**src/rtl/stopwatch_control.sv**
```systemverilog
// Stopwatch user control: synchronises and debounces the start/stop and lap/reset
// buttons, detects a long lap/reset press and sequences run_en/clear/hold.
module stopwatch_control #(
  parameter int DEBOUNCE_CYCLES   = 1000000,
  parameter int LONG_PRESS_CYCLES = 200000000
) (
  input  logic       clk,
  input  logic       reset,
  input  logic       btn_start_stop,
  input  logic       btn_lap_reset,
  input  logic       at_max,
  output logic       run_en,
  output logic       clear,
  output logic       hold,
  output logic [1:0] state
);

  localparam int DB_W = $clog2(DEBOUNCE_CYCLES + 1);
  localparam int LP_W = $clog2(LONG_PRESS_CYCLES + 1);
  localparam logic [DB_W-1:0] DB_LAST = DB_W'(DEBOUNCE_CYCLES - 1);
  localparam logic [LP_W-1:0] LP_MAX  = LP_W'(LONG_PRESS_CYCLES);
  localparam logic [LP_W-1:0] LP_LAST = LP_W'(LONG_PRESS_CYCLES - 1);

  typedef enum logic [1:0] {
    IDLE  = 2'd0,
    RUN   = 2'd1,
    PAUSE = 2'd2,
    LAP   = 2'd3
  } state_t;

  // Bit 0 = start/stop, bit 1 = lap/reset.
  logic [1:0]      raw;
  logic [1:0]      sync1, sync2, level, level_d, press;
  logic [DB_W-1:0] db_cnt [2];
  logic [LP_W-1:0] lp_cnt;
  logic            long_press;
  state_t          cur, nxt;
  logic            clr_nxt;

  assign raw = {btn_lap_reset, btn_start_stop};

  always_ff @(posedge clk or posedge reset) begin
    if (reset) begin
      sync1   <= '0;
      sync2   <= '0;
      level   <= '0;
      level_d <= '0;
      for (int unsigned i = 0; i < 2; i++) db_cnt[i] <= '0;
    end else begin
      sync1   <= raw;
      sync2   <= sync1;
      level_d <= level;
      for (int unsigned i = 0; i < 2; i++) begin
        if (sync2[i] != level[i]) begin
          if (db_cnt[i] == DB_LAST) begin
            level[i]  <= sync2[i];
            db_cnt[i] <= '0;
          end else begin
            db_cnt[i] <= db_cnt[i] + DB_W'(1);
          end
        end else begin
          db_cnt[i] <= '0;
        end
      end
    end
  end

  assign press = level & ~level_d;

  // Saturates at LONG_PRESS_CYCLES so a held button yields a single pulse.
  always_ff @(posedge clk or posedge reset) begin
    if (reset) begin
      lp_cnt <= '0;
    end else if (!level[1]) begin
      lp_cnt <= '0;
    end else if (lp_cnt != LP_MAX) begin
      lp_cnt <= lp_cnt + LP_W'(1);
    end
  end

  assign long_press = level[1] && (lp_cnt == LP_LAST);

  always_comb begin
    nxt     = cur;
    clr_nxt = 1'b0;
    if (long_press) begin
      nxt     = IDLE;
      clr_nxt = 1'b1;
    end else if (press[0]) begin
      case (cur)
        IDLE, PAUSE: nxt = RUN;
        default:     nxt = PAUSE;
      endcase
    end else if (press[1]) begin
      case (cur)
        RUN:   nxt = LAP;
        LAP:   nxt = RUN;
        PAUSE: begin
          nxt     = IDLE;
          clr_nxt = 1'b1;
        end
        default: nxt = cur;
      endcase
    end else if (at_max && (cur == RUN || cur == LAP)) begin
      nxt = PAUSE;
    end
  end

  // Outputs are decoded from the next state so they change together with it.
  always_ff @(posedge clk or posedge reset) begin
    if (reset) begin
      cur    <= IDLE;
      run_en <= 1'b0;
      hold   <= 1'b0;
      clear  <= 1'b0;
    end else begin
      cur    <= nxt;
      run_en <= (nxt == RUN) || (nxt == LAP);
      hold   <= (nxt == LAP);
      clear  <= clr_nxt;
    end
  end

  assign state = cur;

endmodule

```
**config.mk**
```make
export PLATFORM = sky130hd
export DESIGN_NAME = stopwatch_control
export DESIGN_NICKNAME = d
export VERILOG_FILES = /design/src/rtl/stopwatch_control.sv
export SDC_FILE = /design/constraint.sdc
export NUM_CORES = 1
export LEC_CHECK = 0
export ABC_AREA = 1
export ABC_CLOCK_PERIOD_IN_PS = 7180
export CORE_ASPECT_RATIO = 0.75
export CORE_MARGIN = 3
export CORE_UTILIZATION = 55
export CTS_CLUSTER_DIAMETER = 120
export DETAILED_ROUTE_END_ITERATION = 10
export PLACE_DENSITY = 0.72
export SYNTH_ARGS = -nofsm -noshare
export SYNTH_HDL_FRONTEND = slang
export SYNTH_SLANG_ARGS = --single-unit
```
**constraint.sdc**
```tcl
create_clock -name clk -period 7.18 [get_ports clk]
set_clock_uncertainty 0.1 [all_clocks]
set_input_delay 0.718 -clock clk [delete_from_list [all_inputs] [get_ports clk]]
set_output_delay 0.718 -clock clk [all_outputs]
set_load 0.01 [all_outputs]
```
After elaboration in Yosys (flattened, before gate mapping). Index checks and enable logic that the tools add are counted.

Add/subtract/negate cells: 3. Equal/unequal tests: 12. Mux-type cells: 16. Bitwise gates (word level): 2. Reductions and logical operators: 8.

Operators with widths (count): 20-bit two-way mux (4); 28-bit two-way mux (2); 20-bit by 1-bit adder with 20-bit output, second input constant (2); 20-bit == test, second input constant (2); 28-bit by 1-bit adder with 28-bit output, second input constant (1); 28-bit == test, second input constant (1); 28-bit inequality test, second input constant (1); 2-bit two-way mux (5); 2-bit == test, second input constant (3); 2-bit one-hot mux with 3 select lines (1); 2-bit by 1-bit == test with 1-bit output, second input constant (2); 1-bit two-way mux (4); 2-bit AND reduction (2); 2-bit AND (1); 1-bit logical AND (2); 2-bit logical NOT (1); 1-bit logical OR (2); 1-bit inequality test (2); 2-bit by 1-bit inequality test with 1-bit output, second input constant (1); 2-bit inverter (1); 2-bit OR reduction (1).

Register bits: 81. Input port bits: 5. Output and inout bits: 5. Word-level logic and storage cells: 53.

Longest topological paths before layout.
Depth in word-level cells: 9. Depth in mapped cells: 9. Gate-level depth less buffers: 9.

Worst setup path after synthesis. No wires, ideal clock.

Path type: flip-flop to flip-flop. Start point: register db_cnt[0] in the netlist's numbering. End point: register db_cnt[14] in the netlist's numbering. Setup time: 0.119 ns. Data arrival time: 1.239 ns. Slack: 5.722 ns. Cell stages (with the launch flop): 9. Path buffers: 0. Clock period less this slack: 1.458 ns. Cells stage by stage: dfrtp_1 -> ha_1 -> inv_1 -> nor3_2 -> nand3_1 -> nand2_2 -> inv_1 -> nand2_1 -> nor2_1.

Cells in the longest elaborated chain, start to end: 3. Elaborated cells on any way between the ends: 4. Classes of those cells: add/sub: 1; eq/ne: 1; mux: 2.

RTL lines: start, declared (line 34) `logic [DB_W-1:0] db_cnt [2];`; start signal, assigned by index (line 59) `db_cnt[i] <= db_cnt[i] + DB_W'(1);`; 20-bit by 1-bit adder with 20-bit output / 20-bit == test (equally long branches) (line 59, 55); 20-bit two-way mux (*) (line 55) `if (db_cnt[i] == DB_LAST) begin`; 20-bit two-way mux (*) (line 54) `if (sync2[i] != level[i]) begin`.

Every way passes the cells marked *; elsewhere a longest branch is shown, timed or not. A chain may end at the register's enable or synchronous reset.

==> results.yml <==
pwr:
  clock_power_share_pct: 41.3
  internal_power_w: 0.000622
  comb_power_share_pct: 2.8
  switching_power_w: 0.000195
  ir_drop_mv: 0.116
  switching_share_pct: 23.9
  seqPwrFrac_pct: 55.9
  p_total_w: 0.000817
  p_leak_nw: 2.11
  p_per_area_mw_per_mm2: 167
sta:
  maxSlewViolCount: 0
  max-slew-margin-rel_pct: 33.7
  setup_tns_ns: 0
  finalSetupViolCount: 0
  tightest_slew_ns: 0.995
  rsz0062_at_grt: "false"
  max_freq_ghz: 0.468
  post-route-min-period_ns: 2.14
  fin_crit_sh_pct: 29.8
  hold_violations: 0
synthesis:
  synth_area_leader_cell: "dfrtp_1"
  yosysUniqueCellTypes: 28
  async_flop_share_pct: 100
  synth-seq-area-share_pct: 44.5
  yosysMostFrequentCell: "nand2_1"
  yosys-top-cells-area: "dfrtp_1 (45%), nand2_1 (13%), nor2_1 (12%), inv_1 (6.5%), nand3_1 (5.1%)"
  yosys-top-cells-count: "nand2_1 (154), nor2_1 (147), dfrtp_1 (80)"
  syn_nets: 636
  synth_edf_count: 0
  netlist.area_leader.share_pct: 44.5
  synthCells: 627
  ys_ff_latch: 80
  synth_warnings: 0
  syn_area_mm2: 0.00449
  synthFlopType: "dfrtp_1"
  avgSynthCellArea_um2: 7.17
place:
  numPortBuffers: 9
  dpl.hpwl_um: 6690
  gp_congestion: 0.938
  placed_area_mm2: 0.00470
min_path:
  hp-class: "flop to flop"
  hold_start: "sync1[1]"
grt:
  busiest_layer: "met1"
  use_met2_pct: 32.3
  grt_max_degree: 81
  grt_pass1_vias: 3612
  met3_usage_pct: 5.30
  use_met1_pct: 33.5
  grt_pass1_wl_um: 16500
  grt_usage_pct: 22.4
  antenna_found_initial: 0
  overflow: 0
route:
  dr.pass1.iters: 5
  finalWirelength_um: 9210
  vias: 3782
  drtIter0Drc: 294
  ant_nets: 0
  vias_per_cell: 5.04
  drt_drc_violations_left: 0
  wl_per_cell_um: 12.3
critical_path:
  required_ns: 6.36
  critPathKind: "flop to output port"
  critical_path.top_delay_family: "buffers and inverters"
  cp_slowest_cell: "clkdlybuf4s50_1"
  crit_buf_inv: 1
  path_cells: "clkdlybuf4s50_1"
  critPathArrivalTime_ns: 1.32
  cp-end-kind: "output port"
  path_max_fanout: 5
  startpoint_type: "flop"
  max_stage_delay_ns: 0.56
  startpoint: "state[0]"
  r2r_start: "db_cnt[0]"
clocking:
  cts_buffers: 9
  hold_buffers: 0
  clockRootBuffer: "clkbuf_8"
  ctsLongestPathBuffers: 2
  h-tree-depth: 3
  clk_latency_ns: 0.37
  clk_pin_slew_ns: 0.08
  cts-resized-gates: 0
  clkSinkCount: 80
  cts_tree: "built"
  postCtsSetupBuffers: 0
finish:
  area_growth_pct: 9.05
  fin_util_pct: 64.2
  drive_gt1_share_pct: 8.01
  n_antenna_cell: 0
  fin_area_mm2: 0.00490
  final_nets: 653
floorplanning:
  start_util_pct: 58.9
  dieHeight_um: 84.3
  rows: 27
  pin_count: 10
  die_x_um: 110
  core_region_area_mm2: 0.00763
  dieArea_mm2: 0.00930
run:
  maxCapViolCount: 0
run_status:
  status: "finished, final reports clean"
[layer usage]
layer	share of wire (%)	vias to the layer above
met1	53	1732
li1	-	1965
met3	5.1	11
met4	1.2	0
met2	41	74
met5	0	-
[registers in the layout (all words and copies together), names as in the netlist]
register  flops
state         2
hold          1
level         2
sync1         2
level_d       2
clear         1
lp_cnt       28
db_cnt       40
sync2         2
[power groups by stage]
stage / clock [W] / combinational [W] / sequential [W]
final: 0.000337 / 0.0000230 / 0.000457
after global routing: 0.000368 / 0.0000272 / 0.000457
after CTS: 0.000347 / 0.0000238 / 0.000457
after detailed placement: 0 / 0.0000238 / 0.000466
after global placement: 0 / 0.0000233 / 0.000465
after floorplan: 0 / 0.0000162 / 0.000465
[cells in the final DEF, fill, tap and decap left out]
cell type        count
and2_1               1
clkbuf_1             1
nor2_1             147
buf_4                2
nor3_2               1
nor2_4               6
clkdlybuf4s50_1      9
dfrtp_1             80
clkinv_2             1
a21oi_1             16
nand3_1             46
o21bai_1             2
nor3b_1              2
xor2_1              15
o21a_1               1
o21ai_0             13
bufinv_16            1
clkinvlp_4           3
clkinv_1             1
nor2_2              13
nand2_2             11
inv_1               77
nand4_1              4
nor3_1              13
clkinv_4             2
inv_2                1
clkbuf_8             9
nor3_4               1
xnor2_1             10
nand3_2              1
nand2_1            154
ha_1                 4
and3_1               1
[worst paths after layout]
path / endpoint / slack, ns / depth (start not counted)
hold / removal: sync2[1] / 0.25 / 0
max in group asynchronous: lp_cnt[5] / 5.46 / 3
setup reg to reg: db_cnt[19] / 5.48 / 8
min in group asynchronous: db_cnt[36] / 0.87 / 3
setup / recovery: run_en / 5.04 / 1
hold reg to reg: sync2[1] / 0.25 / 0
[layout make-up]
class	instances	area, µm²
Multi-Input combinational cell	462	2170
Tap cell	101	126
Clock buffer	10	128
Sequential cell	80	2000
Inverter	80	302
Fill cell	722	2730
Clock inverter	6	70.1
Timing Repair Buffer	11	105
[cells by family (layout without fill, tap and decap cells)]
group | count (synthesis) | after routing | synth area share (%)
and+or+nand+nor | 401 | 401 | 38.5
buffers and inverters | 85 | 107 | 7.21
DFF | 80 | 80 | 44.5
AOI/OAI and AO/OA | 32 | 32 | 3.73
xor gates and xnor gates | 25 | 25 | 4.87
adders and majority gates | 4 | 4 | 1.11
[stage by stage]
stage	instances	hold slack [ns]	worst slack, ns
floorplan	627	0.231	4.31
global placement	734	0.237	5.01
detailed placement	734	0.238	5.00
CTS	750	0.257	5.01
global route	750	0.269	4.97
finish	750	0.254	5.04
(Power assumes the default switching activity.)
